`src/rtl/fe_capture_multi_if.sv`:
```
// fe_capture_multi_if
//   Record write stream between the multi-channel capture controller and
//   the capture FIFO.
//   master : fifo_wr, fifo_command, fifo_channel, fifo_time (out);
//            fifo_full, fifo_overflow_blocked (in)
//   slave  : the FIFO side, opposite directions.
//   Also provides the command code that marks TIME records.

`ifndef FE_FIFO_CMD_TIME
`define FE_FIFO_CMD_TIME 2'b11
`endif

interface fe_capture_multi_if #(
  parameter int pCMD_WIDTH = 2,
  parameter int pCH_WIDTH  = 2,
  parameter int pTS_WIDTH  = 16
);
  logic                  fifo_wr;
  logic [pCMD_WIDTH-1:0] fifo_command;
  logic [pCH_WIDTH-1:0]  fifo_channel;
  logic [pTS_WIDTH-1:0]  fifo_time;
  logic                  fifo_full;
  logic                  fifo_overflow_blocked;

  modport master (
    output fifo_wr, fifo_command, fifo_channel, fifo_time,
    input  fifo_full, fifo_overflow_blocked
  );

  modport slave (
    input  fifo_wr, fifo_command, fifo_channel, fifo_time,
    output fifo_full, fifo_overflow_blocked
  );
endinterface

```
`src/rtl/fe_capture_multi.sv`:
```
// fe_capture_multi
//   Multi-channel front-end capture controller. Each channel owns a one-deep
//   event slot; occupied slots are drained round-robin into a single FIFO
//   record stream (TIME records for long gaps / keep-alive, DATA records
//   carrying channel + command). Counts dropped events, limits capture length.
//   Ports:
//     fe_clk, reset_n        clock, asynchronous active-low reset
//     I_event/I_data_cmd     per-channel event strobes and command codes
//     I_chan_enable          per-channel enable mask
//     I_arm, I_capture_*     arming, trigger gate, length limit
//     I_count_writes         length counts writes (1) or enabled cycles (0)
//     I_max_short_timestamp  largest delta carried inline in DATA
//     I_timestamps_disable   no TIME records, zero time field
//     fifo                   record stream + FIFO back-pressure (master)
//     O_capturing, O_capture_done, O_dropped_count, O_pending  status

module fe_capture_multi #(
  parameter int pCHANNELS  = 4,
  parameter int pCMD_WIDTH = 2,
  parameter int pTS_WIDTH  = 16,
  parameter int pLEN_WIDTH = 24
) (
  input  logic                            fe_clk,
  input  logic                            reset_n,
  input  logic [pCHANNELS-1:0]            I_event,
  input  logic [pCHANNELS*pCMD_WIDTH-1:0] I_data_cmd,
  input  logic [pCHANNELS-1:0]            I_chan_enable,
  input  logic                            I_arm,
  input  logic                            I_capture_enable,
  input  logic [pLEN_WIDTH-1:0]           I_capture_len,
  input  logic                            I_count_writes,
  input  logic [pTS_WIDTH-1:0]            I_max_short_timestamp,
  input  logic                            I_timestamps_disable,
  fe_capture_multi_if.master              fifo,
  output logic                            O_capturing,
  output logic                            O_capture_done,
  output logic [15:0]                     O_dropped_count,
  output logic [pCHANNELS-1:0]            O_pending
);
  localparam int pCH_WIDTH = $clog2(pCHANNELS);
  localparam logic [pCMD_WIDTH-1:0] TIME_CMD = pCMD_WIDTH'(`FE_FIFO_CMD_TIME);
  localparam logic [pTS_WIDTH-1:0]  TS_MAX   = '1;

  typedef enum logic [1:0] {ST_IDLE, ST_TIME, ST_DATA} state_t;
  state_t state_reg, state_next;

  logic                                  armed_reg, armed_next;
  logic [pLEN_WIDTH-1:0]                 count_reg, count_next;
  logic [15:0]                           dropped_reg, dropped_next;
  logic [pCHANNELS-1:0]                  pending_reg, pending_next;
  logic [pCHANNELS-1:0][pCMD_WIDTH-1:0]  cmd_reg, cmd_next;
  logic [pCH_WIDTH-1:0]                  rr_ptr_reg, rr_ptr_next;
  logic [pTS_WIDTH-1:0]                  ctr_reg, ctr_next;
  logic                                  wr_reg, wr_next;
  logic [pCMD_WIDTH-1:0]                 out_cmd_reg, out_cmd_next;
  logic [pCH_WIDTH-1:0]                  out_ch_reg, out_ch_next;
  logic [pTS_WIDTH-1:0]                  out_time_reg, out_time_next;
  logic                                  capturing_reg;

  logic                 capture_allowed;
  logic                 grant_valid;
  logic [pCH_WIDTH-1:0] grant_idx;
  logic [pCH_WIDTH-1:0] cand;
  logic                 serve;
  logic [pCHANNELS-1:0] fill, served, drop;
  logic [16:0]          drop_sum;

  assign capture_allowed = armed_reg & I_capture_enable & ~fifo.fifo_full &
                           ~fifo.fifo_overflow_blocked &
                           ((count_reg < I_capture_len) | (I_capture_len == '0));

  // Round-robin: rr_ptr_reg holds the first index to consider. Scanning
  // offsets from the far end down lets the nearest pending slot win.
  always_comb begin
    grant_valid = |pending_reg;
    grant_idx   = '0;
    cand        = '0;
    for (int off = pCHANNELS - 1; off >= 0; off--) begin
      cand = pCH_WIDTH'((int'(rr_ptr_reg) + off) % pCHANNELS);
      if (pending_reg[cand]) grant_idx = cand;
    end
  end

  // Per-channel slot: a serve and a new event in the same cycle refill the
  // slot; an event into a slot that is not being served is lost.
  for (genvar gi = 0; gi < pCHANNELS; gi++) begin : g_slot
    assign fill[gi]   = I_event[gi] & I_chan_enable[gi] & armed_reg & I_capture_enable;
    assign served[gi] = serve & (grant_idx == pCH_WIDTH'(gi));
    assign drop[gi]   = fill[gi] & pending_reg[gi] & ~served[gi];
    assign pending_next[gi] = I_arm ? 1'b0 :
                              fill[gi] ? 1'b1 :
                              served[gi] ? 1'b0 : pending_reg[gi];
    assign cmd_next[gi] = (fill[gi] & ~drop[gi]) ?
                          I_data_cmd[gi*pCMD_WIDTH +: pCMD_WIDTH] : cmd_reg[gi];
  end

  // Record FSM: the state names the record type written at the edge that
  // entered it, so each transition into TIME/DATA is one FIFO write.
  always_comb begin
    state_next    = ST_IDLE;
    wr_next       = 1'b0;
    serve         = 1'b0;
    out_cmd_next  = '0;
    out_ch_next   = '0;
    out_time_next = '0;
    if (capture_allowed && !I_arm) begin
      unique case (state_reg)
        ST_IDLE: begin
          if (grant_valid) begin
            if (ctr_reg > I_max_short_timestamp && !I_timestamps_disable) begin
              state_next    = ST_TIME;
              wr_next       = 1'b1;
              out_cmd_next  = TIME_CMD;
              out_time_next = ctr_reg;
            end else begin
              state_next    = ST_DATA;
              wr_next       = 1'b1;
              serve         = 1'b1;
              out_cmd_next  = cmd_reg[grant_idx];
              out_ch_next   = grant_idx;
              out_time_next = ctr_reg;
            end
          end else if (ctr_reg == TS_MAX && !I_timestamps_disable) begin
            // Keep-alive so the consumer never loses track of elapsed time.
            state_next    = ST_TIME;
            wr_next       = 1'b1;
            out_cmd_next  = TIME_CMD;
            out_time_next = ctr_reg;
          end
        end
        ST_TIME, ST_DATA: begin
          if (grant_valid) begin
            state_next    = ST_DATA;
            wr_next       = 1'b1;
            serve         = 1'b1;
            out_cmd_next  = cmd_reg[grant_idx];
            out_ch_next   = grant_idx;
            // The preceding TIME record already carried the delta.
            out_time_next = (state_reg == ST_TIME) ? '0 : ctr_reg;
          end
        end
        default: state_next = ST_IDLE;
      endcase
    end
    if (I_timestamps_disable) out_time_next = '0;
  end

  always_comb begin
    armed_next = armed_reg;
    if (I_arm) armed_next = 1'b1;
    else if (I_capture_len != '0 && count_reg >= I_capture_len) armed_next = 1'b0;

    count_next = count_reg;
    if (I_arm) count_next = '0;
    else if ((I_count_writes ? wr_next : (armed_reg & I_capture_enable)) && count_reg != '1)
      count_next = count_reg + 1'b1;

    ctr_next = ctr_reg;
    if (I_arm || !armed_reg) ctr_next = '0;
    else if (wr_next) ctr_next = pTS_WIDTH'(1);
    else if (I_capture_enable && ctr_reg != TS_MAX) ctr_next = ctr_reg + 1'b1;

    rr_ptr_next = rr_ptr_reg;
    if (I_arm) rr_ptr_next = '0;
    else if (serve)
      rr_ptr_next = (grant_idx == pCH_WIDTH'(pCHANNELS - 1)) ? '0 : grant_idx + 1'b1;

    drop_sum     = {1'b0, dropped_reg} + 17'($countones(drop));
    dropped_next = I_arm ? 16'h0 : (drop_sum[16] ? 16'hFFFF : drop_sum[15:0]);
  end

  always_ff @(posedge fe_clk or negedge reset_n) begin
    if (!reset_n) begin
      state_reg     <= ST_IDLE;
      armed_reg     <= 1'b0;
      count_reg     <= '0;
      dropped_reg   <= '0;
      pending_reg   <= '0;
      cmd_reg       <= '0;
      rr_ptr_reg    <= '0;
      ctr_reg       <= '0;
      wr_reg        <= 1'b0;
      out_cmd_reg   <= '0;
      out_ch_reg    <= '0;
      out_time_reg  <= '0;
      capturing_reg <= 1'b0;
    end else begin
      state_reg     <= state_next;
      armed_reg     <= armed_next;
      count_reg     <= count_next;
      dropped_reg   <= dropped_next;
      pending_reg   <= pending_next;
      cmd_reg       <= cmd_next;
      rr_ptr_reg    <= rr_ptr_next;
      ctr_reg       <= ctr_next;
      wr_reg        <= wr_next;
      out_cmd_reg   <= out_cmd_next;
      out_ch_reg    <= out_ch_next;
      out_time_reg  <= out_time_next;
      capturing_reg <= capture_allowed;
    end
  end

  assign fifo.fifo_wr      = wr_reg;
  assign fifo.fifo_command = out_cmd_reg;
  assign fifo.fifo_channel = out_ch_reg;
  assign fifo.fifo_time    = out_time_reg;
  assign O_capturing       = capturing_reg;
  assign O_capture_done    = ~armed_reg;
  assign O_dropped_count   = dropped_reg;
  assign O_pending         = pending_reg;
endmodule

```
`src/flat_wrapper.sv`:
```
// flat-port wrapper written by rule: the top's interface ports become plain ports
module fe_capture_multi_flat 
#(
  parameter int pCHANNELS  = 4,
  parameter int pCMD_WIDTH = 2,
  parameter int pTS_WIDTH  = 16,
  parameter int pLEN_WIDTH = 24
)
  (fe_clk, reset_n, I_event, I_data_cmd, I_chan_enable, I_arm, I_capture_enable, I_capture_len, I_count_writes, I_max_short_timestamp, I_timestamps_disable, O_capturing, O_capture_done, O_dropped_count, O_pending, fifo_fifo_wr, fifo_fifo_command, fifo_fifo_channel, fifo_fifo_time, fifo_fifo_full, fifo_fifo_overflow_blocked);
  fe_capture_multi_if #(.pCMD_WIDTH(pCMD_WIDTH), .pCH_WIDTH(2), .pTS_WIDTH(pTS_WIDTH)) fifo_i ();
  input  logic fe_clk;
  input  logic reset_n;
  input  logic [pCHANNELS-1:0] I_event;
  input  logic [pCHANNELS*pCMD_WIDTH-1:0] I_data_cmd;
  input  logic [pCHANNELS-1:0] I_chan_enable;
  input  logic I_arm;
  input  logic I_capture_enable;
  input  logic [pLEN_WIDTH-1:0] I_capture_len;
  input  logic I_count_writes;
  input  logic [pTS_WIDTH-1:0] I_max_short_timestamp;
  input  logic I_timestamps_disable;
  output logic O_capturing;
  output logic O_capture_done;
  output logic [15:0] O_dropped_count;
  output logic [pCHANNELS-1:0] O_pending;
  output wire logic [$bits(fifo_i.fifo_wr)-1:0] fifo_fifo_wr;
  output wire logic [$bits(fifo_i.fifo_command)-1:0] fifo_fifo_command;
  output wire logic [$bits(fifo_i.fifo_channel)-1:0] fifo_fifo_channel;
  output wire logic [$bits(fifo_i.fifo_time)-1:0] fifo_fifo_time;
  input wire logic [$bits(fifo_i.fifo_full)-1:0] fifo_fifo_full;
  input wire logic [$bits(fifo_i.fifo_overflow_blocked)-1:0] fifo_fifo_overflow_blocked;
  assign fifo_fifo_wr = fifo_i.fifo_wr;
  assign fifo_fifo_command = fifo_i.fifo_command;
  assign fifo_fifo_channel = fifo_i.fifo_channel;
  assign fifo_fifo_time = fifo_i.fifo_time;
  assign fifo_i.fifo_full = fifo_fifo_full;
  assign fifo_i.fifo_overflow_blocked = fifo_fifo_overflow_blocked;
  fe_capture_multi #(.pCHANNELS(pCHANNELS), .pCMD_WIDTH(pCMD_WIDTH), .pTS_WIDTH(pTS_WIDTH), .pLEN_WIDTH(pLEN_WIDTH)) u_core (.fe_clk(fe_clk), .reset_n(reset_n), .I_event(I_event), .I_data_cmd(I_data_cmd), .I_chan_enable(I_chan_enable), .I_arm(I_arm), .I_capture_enable(I_capture_enable), .I_capture_len(I_capture_len), .I_count_writes(I_count_writes), .I_max_short_timestamp(I_max_short_timestamp), .I_timestamps_disable(I_timestamps_disable), .fifo(fifo_i), .O_capturing(O_capturing), .O_capture_done(O_capture_done), .O_dropped_count(O_dropped_count), .O_pending(O_pending));
endmodule
```
`config.mk`:
```
export PLATFORM = sky130hd
export DESIGN_NAME = fe_capture_multi_flat
export DESIGN_NICKNAME = d
export VERILOG_FILES = /design/src/rtl/fe_capture_multi_if.sv /design/src/rtl/fe_capture_multi.sv /design/src/flat_wrapper.sv
export SDC_FILE = /design/constraint.sdc
export NUM_CORES = 1
export LEC_CHECK = 0
export BUFFER_PORTS_ARGS = -buffer_cell sky130_fd_sc_hd__clkbuf_2
export CORE_UTILIZATION = 57
export CTS_CLUSTER_DIAMETER = 100
export DETAILED_ROUTE_END_ITERATION = 16
export GPL_TIMING_DRIVEN = 0
export MAX_ROUTING_LAYER = met4
export PLACE_DENSITY = 0.81
export SLEW_MARGIN = 10
export SYNTH_ARGS = -nofsm -noshare
export SYNTH_HDL_FRONTEND = slang
export SYNTH_SLANG_ARGS = --single-unit
```
`constraint.sdc`:
```
create_clock -name fe_clk -period 4.9 [get_ports fe_clk]
set_input_delay 0.245 -clock fe_clk [delete_from_list [all_inputs] [get_ports fe_clk]]
set_output_delay 0.245 -clock fe_clk [all_outputs]
set_load 0.01 [all_outputs]
```
==> metrics, run 1 <==
worst skew pair latency 0.36 ns; clock skew 0.0109 ns; Final Max Tran Viols 0; CORE AREA 9910 um^2; CP arrival around 4.8 ns; top-area cell type share of the netlist area 0.402; hpwl dp ~11000 um; CTS tree done; chip width 104 um; Max stage delay on crit path between 0.4 and 0.5 ns; Buffers & Inverters on Critical Path 3; hold path cells 2; Max-cap violations 0; H-tree depth 3; Worst Tran Pin Value 0.745 ns; Worst R2R Setup Slack between 0.3 and 0.4 ns; switch share 0.275; most frequent cells after synthesis 95 x dfrtp_1, 68 x inv_1, 53 x ha_1; number of global-route vias before repair 4921; share of layout cells above drive strength 1 0.227; Worst setup EP type flip-flop; startpoint of the lowest-slack hold path I_data_cmd[7]; Synth Cell Area 5910 um^2; largest net degree at the start of global routing 96; top-count cell post-synth dfrtp_1; Hold Path End u_core.cmd_reg[7]; sequential area share after synthesis 0.402; Setup TNS Final 0 ns; Mapped Avg Cell Area 9.45 um^2; CTS buffer count 9; ys async rst share 1.00; I/O Buffers 106; Crit Path Max Fanout 10; Yosys reg bits 95; Clock Path Buffers 2; FILL cells between 700 and 800; initial antenna violation count 0; Ports around 110; DRT iter0 DRCs 297; fin nets 864; required time worst endpoint 5.18 ns; Crit path max-delay family compound AO/OA/AOI/OAI gates; crit-path cells ha_1 > a21oi_1 > nand2_1 > a21o_1 > a2111o_1 > a21oi_2 > a31o_2 > nor2_1 > ha_1 > inv_1 > fa_1 > inv_1 > ha_1 > a21o_1 > nand2_1 > nor2_2 > and3_1 > nand4_1 > clkbuf_2 > a21oi_1; sequential power share 0.555; clk sink count 95; synthesized net count 746; Pleak 0.00348 uW; Worst R2R Path Depth 20; clock power share 0.317; min Tclk post-route approximately 4.5 ns; GRT Util Overall 0.272; max reg flops 24; Root Driver clkbuf_8; P per Cell Area around 220 nW/um^2; Net Sw Power 406 uW; combinational fraction of design power 0.128; Die Height 104 um; Final setup viols 0; Post-CTS Setup Repair Bufs 0; Clk pin slew, worst setup/hold paths ~0.1 ns; synthesis-to-finish area growth 15.2%; most used cell, CP ha_1; post-DR wirelength/cell 15.7 um; largest area contributor in the netlist dfrtp_1; Main synth FF type dfrtp_1; Initial Util 0.597; cells after synthesis 626; # rows 36; routability cong. between 0.9 and 1; hold crit path type primary input to flip-flop; f_max 221 MHz; status complete, no violations; Post-synth EDFFs 0; slowest cell on the critical path dfrtp_1; grt ovf 0; Pint 1070 uW; post-route total power 1480 uW; first-pass GRT wire length 23300 um; Final Hold Vio Count 0; first drt pass iteration count 5; number of diodes 0; CP Class flip-flop to flip-flop; yosys warns 0; worst r2r src u_core.ctr_reg[14]; via/cell ratio roughly 5.7; remaining routing DRC violations 0; Vias slightly above 5000; Post-Route WL 13800 um; Die ar. around 11000 um^2; Startpoint Class flip-flop; Synth area leaders dfrtp_1 40%, ha_1 11%, inv_1 4.3%, a21oi_1 4.1%, mux2_2 4.0%; Final Cycle Share 0.925; ANT nets after route 0; fin util 0.687; Peak VDD IR roughly 0.00019 V; RSZ-0062 raised after global routing false; post-synth cell types 54; Slew HR 0.504; RR Endpoint u_core.O_dropped_count[13]
kinds of logic (layout without fill, tap and decap cells):
| logic type | after synthesis | after routing | synth area share |
|---|---|---|---|
| fa+ha+maj | 56 | 56 | 0.122 |
| xor+xnor | 31 | 31 | 0.0459 |
| simple gates | 232 | 232 | 0.214 |
| flops | 95 | 95 | 0.402 |
| mux | 28 | 28 | 0.0518 |
| compound gates | 100 | 100 | 0.108 |
| buf+inv | 84 | 206 | 0.0559 |
placed cells by master, fill, tap and decap left out, types with 5 or more instances in the layout:
| master | synthesis | layout |
|---|---|---|
| clkbuf_2 | 0 | 106 |
| and4_1 | 5 | 5 |
| and2_1 | 20 | 20 |
| inv_1 | 68 | 68 |
| xnor2_1 | 16 | 16 |
| nand2_1 | 26 | 26 |
| nor2_1 | 50 | 49 |
| o21ai_0 | 12 | 12 |
| dfrtp_1 | 95 | 95 |
| xor2_1 | 15 | 15 |
| mux2i_1 | 7 | 7 |
| a21o_1 | 6 | 6 |
| nand4_1 | 29 | 29 |
| clkbuf_1 | 9 | 9 |
| a21oi_1 | 48 | 47 |
| nor2_2 | 8 | 9 |
| ha_1 | 53 | 53 |
| nand3_1 | 24 | 24 |
| a211oi_1 | 9 | 9 |
| nor3_1 | 14 | 14 |
| and3_1 | 8 | 8 |
| nor2b_1 | 18 | 18 |
| clkbuf_8 | 0 | 10 |
| mux2_2 | 21 | 21 |
| nor4_1 | 11 | 11 |
routing by layer:
metal,vias to the layer above,track usage,share of wire
li1,2431,-,-
met1,2426,0.349,0.44
met2,159,0.446,0.48
met3,28,0.0420,0.052
met4,0,0.0867,0.025
met5,-,-,0
repair_timing:
action / in CTS / in global routing
endpoints found under the hold margin: 76 / 0
setup endpoints to repair: 0 / 10
hold buffers: 1 / 0
resized for setup: 0 / 5
cell type report:
type                       instances  area [um^2]  area share
multi-input combinational        447         3210       0.472
sequential                        95         2380       0.349
timing repair buffer             107          549      0.0807
inverter                          69          259      0.0380
tap                              133          166      0.0244
clock buffer                      10          128      0.0187
buffer                            15         72.6      0.0107
clock inverter                     5         43.8     0.00643
through the flow:
step	instance area (um^2)	hold slack, ns	setup WS (ns)	instances
detailed placement	6620	0.365	0.181	865
floorplan	5910	-0.0506	0.809	626
global placement	6610	0.479	0.284	865
CTS	6800	0.106	0.154	881
global route	6810	0.114	0.0572	881
finish	6810	0.115	0.366	881
power by group through the flow:
stage | Clock (uW) | Sequential (uW) | Combinational (uW)
6_report | 469 | 821 | 189
4_1_cts | 477 | 821 | 190
5_1_grt | 517 | 824 | 212
3_5_place_dp | 0 | 836 | 187
3_3_place_gp | 0 | 835 | 178
2_1_floorplan | 0 | 832 | 107
how the worst max path moves through the flow:
stage,endpoint,cells past startpoint,slack [ns],from
6_report,u_core.O_dropped_count[13],20,0.37,u_core.ctr_reg[14]
5_1_grt,u_core.O_dropped_count[13],20,0.06,u_core.ctr_reg[14]
4_1_cts,u_core.O_dropped_count[13],20,0.15,u_core.ctr_reg[14]
3_5_place_dp,u_core.O_dropped_count[13],20,0.18,u_core.ctr_reg[14]
3_3_place_gp,u_core.O_dropped_count[5],20,0.28,u_core.ctr_reg[14]
2_1_floorplan,u_core.O_dropped_count[10],20,0.81,u_core.ctr_reg[14]
No activity file was read; power rests on OpenSTA's default activity.
==> inputs of run 2 (changes only) <==
--- a/config.mk
+++ b/config.mk
@@ -5,13 +5,15 @@
 export SDC_FILE = /design/constraint.sdc
 export NUM_CORES = 1
 export LEC_CHECK = 0
+export ABC_CLOCK_PERIOD_IN_PS = 4900
 export BUFFER_PORTS_ARGS = -buffer_cell sky130_fd_sc_hd__clkbuf_2
-export CORE_UTILIZATION = 57
+export CORE_UTILIZATION = 58
+export CTS_BUF_LIST = sky130_fd_sc_hd__clkbuf_8
 export CTS_CLUSTER_DIAMETER = 100
 export DETAILED_ROUTE_END_ITERATION = 16
 export GPL_TIMING_DRIVEN = 0
 export MAX_ROUTING_LAYER = met4
-export PLACE_DENSITY = 0.81
+export PLACE_DENSITY = 0.85
 export SLEW_MARGIN = 10
 export SYNTH_ARGS = -nofsm -noshare
 export SYNTH_HDL_FRONTEND = slang
==> metrics, run 2 (same netlist as run 1, synthesis figures left out) <==
CORE AREA 9820 um^2 (-0.91%); synthesis-to-finish area growth 16.3%; Hold Path End u_core.cmd_reg[0]; Initial Util 0.602 (+0.00547); Clk pin slew, worst setup/hold paths 0.10 ns (about the same); Max-cap violations 0 (unchanged); Max stage delay on crit path 0.47 ns (+0.03 ns); number of global-route vias before repair 4979 (+1.2%); clock skew 0.0138 ns (+0.00286 ns); first drt pass iteration count 6 (+1); post-DR wirelength/cell 15.4 um (-1.9%); f_max 222 MHz (+0.44%); Vias 5142 (+1.9%); P per Cell Area 224 nW/um^2 (+3.2%); ANT nets after route 0 (unchanged); CTS buffer count 9 (unchanged); routability cong. 0.899 (-1.7%); GRT Util Overall 0.283 (+0.0109); startpoint of the lowest-slack hold path I_data_cmd[0]; fin util 0.700 (+0.0131); most frequent cells in the layout 105 x clkbuf_2, 95 x dfrtp_1, 69 x inv_1; H-tree depth 3 (unchanged); CP Class flip-flop to flip-flop; DRT iter0 DRCs 377 (+27%); share of layout cells above drive strength 1 0.232 (+0.00442); min Tclk post-route 4.51 ns (-0.0198 ns); remaining routing DRC violations 0 (unchanged); CP arrival 4.79 ns (-0.02 ns); RR Endpoint u_core.O_dropped_count[13]; Final Hold Vio Count 0 (unchanged); crit-path cells ha_1 > nand4_1 > nor3_1 > a2111o_1 > a21oi_4 > a31o_2 > nor2_1 > ha_1 > inv_1 > fa_1 > inv_1 > ha_1 > a21o_1 > nand2_1 > nor2_2 > and3_1 > nand4_1 > buf_2 > a21oi_1; # rows 36 (unchanged); Root Driver clkbuf_8; CTS tree done; Cells after DPL 865 (unchanged); hpwl dp 10400 um (-1.7%); number of diodes 0 (unchanged); Die ar. 10600 um^2 (-1.7%); final cell count without fillers 884 (+0.34%); Final setup viols 0 (unchanged); status complete, no violations; worst skew pair latency 0.36 ns (about the same); FF/Latch Area 2380 um^2 (unchanged); chip width 103 um (-0.85%); Multi-input gate area 3230 um^2 (+0.43%); Pleak 0.00351 uW (+0.89%); fin nets 866 (+0.23%); Worst R2R Setup Slack 0.39 ns (+0.02 ns); Ports 107 (unchanged); Final Cycle Share 0.921 (-0.00403); Final Max Tran Viols 0 (unchanged); I/O Buffers 106 (unchanged); hold path cells 2 (unchanged); hold crit path type primary input to flip-flop; commonest non-fill, non-tap cell in the layout clkbuf_2; clk sink count 95 (unchanged); Clock Path Buffers 2 (unchanged); Peak VDD IR 0.000172 V (-9.7%); Worst R2R Path Depth 19 (-5.0%); Slew HR 0.492 (-0.0112); grt ovf 0 (unchanged); Worst Tran Pin Value 0.761 ns (+0.0168 ns); max reg flops 24 (unchanged); most used cell, CP ha_1; slowest cell on the critical path nor3_1; worst r2r src u_core.ctr_reg[14]; Crit Path Max Fanout 10 (unchanged); via/cell ratio 5.82 (+1.6%); required time worst endpoint 5.17 ns (about the same); FILL cells 777 (-0.13%); Startpoint Class flip-flop; Post-Route WL 13600 um (-1.5%); first-pass GRT wire length 22600 um (-2.8%); Worst setup EP type flip-flop; Die Height 103 um (-0.85%); largest net degree at the start of global routing 96 (unchanged); initial antenna violation count 0 (unchanged)
[run 2: worst max path at each step]
| stage | cells after the start | from | slack, ns | end |
|---|---|---|---|---|
| finish | 19 | u_core.ctr_reg[14] | 0.39 | u_core.O_dropped_count[13] |
| global route | 19 | u_core.ctr_reg[14] | -0.05 | u_core.O_dropped_count[13] |
| CTS | 20 | u_core.ctr_reg[14] | 0.07 | u_core.O_dropped_count[13] |
| detailed placement | 20 | u_core.ctr_reg[14] | 0.12 | u_core.O_dropped_count[13] |
| global placement | 19 | u_core.count_reg[19] | 0.33 | u_core.O_dropped_count[11] |
| floorplan | 20 | u_core.ctr_reg[14] | 0.81 | u_core.O_dropped_count[10] |
[run 2: what timing repair did]
item                                    CTS  global route
resized for setup                         0             8
hold buffers                              1             0
setup buffers                             0             2
endpoints found under the hold margin    76             0
endpoints found under the setup margin    0            12
[run 2: through the flow]
step | setup slack, ns | TNS [ns] | instance area [um^2] | hold slack, ns | total power (uW)
3_3_place_gp | 0.333 | 0 | 6610 | 0.478 | 1010
6_report | 0.386 | 0 | 6880 | 0.113 | 1540
3_5_place_dp | 0.119 | 0 | 6620 | 0.363 | 1020
4_1_cts | 0.0668 | 0 | 6840 | 0.102 | 1550
5_1_grt | -0.0509 | -0.214 | 6880 | 0.0938 | 1610
2_1_floorplan | 0.809 | 0 | 5910 | -0.0506 | 940
[run 2: critical path, delay by kind of cell, from the launching register on]
| family | cells | cell delay (ns) |
|---|---|---|
| buffers and inverters | 3 | 0.35 |
| AO/OA/AOI/OAI | 5 | 0.93 |
| flip-flops | 1 | 0.45 |
| adder cells (fa/ha/maj) | 4 | 1.14 |
| AND/OR/NAND/NOR | 7 | 1.55 |
[run 2: power breakdown]
| part | switching (uW) | internal (uW) |
|---|---|---|
| clock network | 271 | 263 |
| registers | 16.1 | 804 |
| logic | 107 | 79.7 |
| total | 393 | 1150 |
[run 2: layer usage]
layer / part of all wire / up-vias / track usage
met1: 0.41 / 2483 / 0.327
li1: - / 2442 / -
met5: 0 / - / -
met3: 0.048 / 28 / 0.0522
met2: 0.52 / 189 / 0.497
met4: 0.019 / 0 / 0.0921
[run 2: layout make-up]
type	instances	share of cell area
multi-input combinational	447	0.469
clock inverter	5	0.00837
buffer	15	0.0106
inverter	69	0.0377
sequential	95	0.346
tap	133	0.0242
timing repair buffer	109	0.0821
clock buffer	11	0.0220
==> inputs of run 3 (changes only) <==
--- a/config.mk
+++ b/config.mk
@@ -5,13 +5,15 @@
 export SDC_FILE = /design/constraint.sdc
 export NUM_CORES = 1
 export LEC_CHECK = 0
+export ABC_AREA = 1
 export ABC_CLOCK_PERIOD_IN_PS = 4900
 export BUFFER_PORTS_ARGS = -buffer_cell sky130_fd_sc_hd__clkbuf_2
-export CORE_UTILIZATION = 58
+export CORE_UTILIZATION = 59
 export CTS_BUF_LIST = sky130_fd_sc_hd__clkbuf_8
 export CTS_CLUSTER_DIAMETER = 100
 export DETAILED_ROUTE_END_ITERATION = 16
 export GPL_TIMING_DRIVEN = 0
+export HOLD_SLACK_MARGIN = 0.08
 export MAX_ROUTING_LAYER = met4
 export PLACE_DENSITY = 0.85
 export SLEW_MARGIN = 10
==> metrics, run 3 <==
status complete, no violations; Die ar. 11600 um^2 (+9.3%); Max-cap violations 0 (unchanged); top routing layer in use met4; largest area contributor in the netlist dfrtp_1; combinational fraction of design power 0.140 (+0.019); Post-Route WL 15700 um (+15%); switch share 0.276 (+0.0203); ANT nets after route 0 (unchanged); Post-synth EDFFs 0 (unchanged); via/cell ratio 5.38 (-7.5%); number of diodes 0 (unchanged); Setup TNS Final 0 ns (unchanged); most frequent cells in the layout 170 x nand2_1, 140 x inv_1, 105 x clkbuf_2; sequential area share after synthesis 0.361 (-0.0410); Mapped Avg Cell Area 7.84 um^2 (-17%); Worst R2R Setup Slack 0.39 ns (about the same); hold crit path type primary input to flip-flop; # rows 38 (+5.6%); Root Driver clkbuf_8; synthesized net count 960 (+29%); CTS tree done; Slew HR 0.496 (+0.00349); Synth Cell Area 6590 um^2 (+11%); Die Height 108 um (+4.5%); Pint 1160 uW (+1.5%); fin util 0.703 (+0.00331); worst slack, placed 0.0664 ns (-0.0527 ns); chip width 108 um (+4.5%); final instance area 7630 um^2 (+11%); cell area after placement 7300 um^2 (+10%); ys async rst share 1.00 (unchanged); met2 WL post-DR 7930 um (+12%); Worst setup EP type flip-flop; clock power share 0.351 (+0.005); CTS buffer count 9 (unchanged); fin nets 1081 (+25%); Worst Tran Pin Value 0.756 ns (-0.00523 ns); post-synth cell types 43 (-20%); Peak VDD IR 0.000164 V (-4.8%); H-tree depth 3 (unchanged); synthesis-to-finish area growth 15.8%; top-count cell post-synth nand2_1; Final Cycle Share 0.920 (-0.00107); top-area cell type share of the netlist area 0.361 (-0.0410); first drt pass iteration count 5 (-1); share of layout cells above drive strength 1 0.200 (-0.0315); Net Sw Power 443 uW (+13%); cells after synthesis 840 (+34%); Final Hold Vio Count 0 (unchanged); f_max 222 MHz (+0.12%); CORE AREA 10800 um^2 (+10%); initial antenna violation count 0 (unchanged); hpwl dp 12100 um (+16%); yosys warns 0 (unchanged); most frequent cells after synthesis 172 x nand2_1, 140 x inv_1, 95 x dfrtp_1; required time worst endpoint 5.14 ns (-0.03 ns); Ports 107 (unchanged); Final setup viols 0 (unchanged); post-DR wirelength/cell 14.2 um (-7.6%); Clock Path Buffers 2 (unchanged); clock skew 0.0159 ns (+0.00216 ns); I/O Buffers 106 (unchanged); clk sink count 95 (unchanged); DRT iter0 DRCs 274 (-27%); commonest non-fill, non-tap cell in the layout nand2_1; worst skew pair latency 0.36 ns (about the same); Crit Path Max Fanout 6 (-4); Max stage delay on crit path 0.48 ns (about the same); largest net degree at the start of global routing 96 (unchanged); M1 wire length 6730 um (+20%); Yosys reg bits 95 (unchanged); number of global-route vias before repair 5782 (+16%); Startpoint Class flip-flop; CP arrival 4.74 ns (-0.05 ns); fin worst setup slack 0.391 ns (+0.00525 ns); min Tclk post-route 4.51 ns (-0.00525 ns); Main synth FF type dfrtp_1; first-pass GRT wire length 26200 um (+16%); sequential power share 0.509 (-0.024); met3 WL post-DR 704 um (+8.3%); max reg flops 24 (unchanged); Pleak 0.00421 uW (+20%); grt ovf 0 (unchanged); remaining routing DRC violations 0 (unchanged); CP Class flip-flop to flip-flop; Initial Util 0.607 (+0.00526); Clk pin slew, worst setup/hold paths 0.10 ns (about the same); Vias 5938 (+15%); Final Max Tran Viols 0 (unchanged); P per Cell Area 211 nW/um^2 (-5.9%); Synth area leaders dfrtp_1 36%, ha_1 10%, nand2_1 9.8%, inv_1 8.0%, xor2_1 5.1%; FILL cells 916 (+18%); routability cong. 0.941 (+4.6%); GRT Util Overall 0.295 (+0.0115); slowest cell on the critical path dfrtp_1
## run 3: cell types whose count changed in the layout (fill, tap and decap cells not counted), sizes merged, moves of 12 or more
cell   change
nand2    +150
nor3      +15
xor2      +23
a21oi     -12
nand4     +14
mux2      -21
nand3     +55
nor2b     -18
and2      -19
inv       +75
## run 3: power by group through the flow
stage / logic (uW) / registers, uW / clock network, uW
CTS: 225 / 819 / 570
finish: 225 / 819 / 564
global route: 256 / 821 / 605
floorplan: 137 / 830 / 0
detailed placement: 222 / 833 / 0
global placement: 213 / 833 / 0
## run 3: metrics by stage
stage          total power, uW  hold slack (ns)  cells
3_5_place_dp              1060            0.374   1086
5_1_grt                   1680            0.113   1104
3_3_place_gp              1050            0.457   1086
4_1_cts                   1610            0.106   1101
6_report                  1610            0.116   1104
2_1_floorplan              967          -0.0506    840
## run 3: kinds of logic (layout without fill, tap and decap cells)
| family | count (synthesis) | count (layout) | share of synthesized area |
|---|---|---|---|
| XOR/XNOR | 43 | 43 | 0.0572 |
| adder cells (fa/ha/maj) | 56 | 56 | 0.110 |
| AND/OR/NAND/NOR | 413 | 413 | 0.309 |
| flip-flops | 95 | 95 | 0.361 |
| AO/OA/AOI/OAI | 71 | 71 | 0.0638 |
| buffers and inverters | 162 | 286 | 0.0994 |
## run 3: final timing paths
check | from | endpoint | cells past startpoint
worst max-delay path | u_core.count_reg[20] | u_core.O_dropped_count[15] | 26
worst min-delay path | I_data_cmd[2] | u_core.cmd_reg[2] | 3
worst max register to register | u_core.count_reg[20] | u_core.O_dropped_count[15] | 26
worst min register to register | u_core.cmd_reg[0] | u_core.cmd_reg[0] | 2
max in group asynchronous | reset_n | u_core.count_reg[23] | 2
min in group asynchronous | reset_n | u_core.ctr_reg[6] | 2
## run 3: worst max-delay path: cells and delay by family (launching register included)
kind                     cells  cell delay, ns
AND/OR/NAND/NOR             16            2.03
adder cells (fa/ha/maj)      5            1.38
flip-flops                   1            0.48
AO/OA/AOI/OAI                2            0.32
buffers and inverters        3            0.19
## run 3: timing repair
action / CTS / global route
gates resized for setup: 1 / 21
buffers inserted: 0 / 3
pin swaps: 0 / 6
hold buffers: 1 / 0
setup endpoints to repair: 1 / 15
endpoints found under the hold margin: 95 / 0
## run 3: cell type report
| class | count | area [um^2] | area share |
|---|---|---|---|
| plain buffers | 17 | 109 | 0.0143 |
| clock buffers | 9 | 124 | 0.0162 |
| clock inverters | 5 | 83.8 | 0.0110 |
| inverters | 145 | 546 | 0.0715 |
| multi-input cells | 583 | 3640 | 0.477 |
| flip-flops and latches | 95 | 2380 | 0.312 |
| well taps | 140 | 175 | 0.0230 |
| repair buffers | 110 | 572 | 0.0750 |
## run 3: per-layer routing
metal / GRT usage / vias to the layer above
li1: - / 2976
met1: 0.360 / 2771
met2: 0.496 / 160
met3: 0.0496 / 31
met4: 0.0998 / 0
met5: - / -
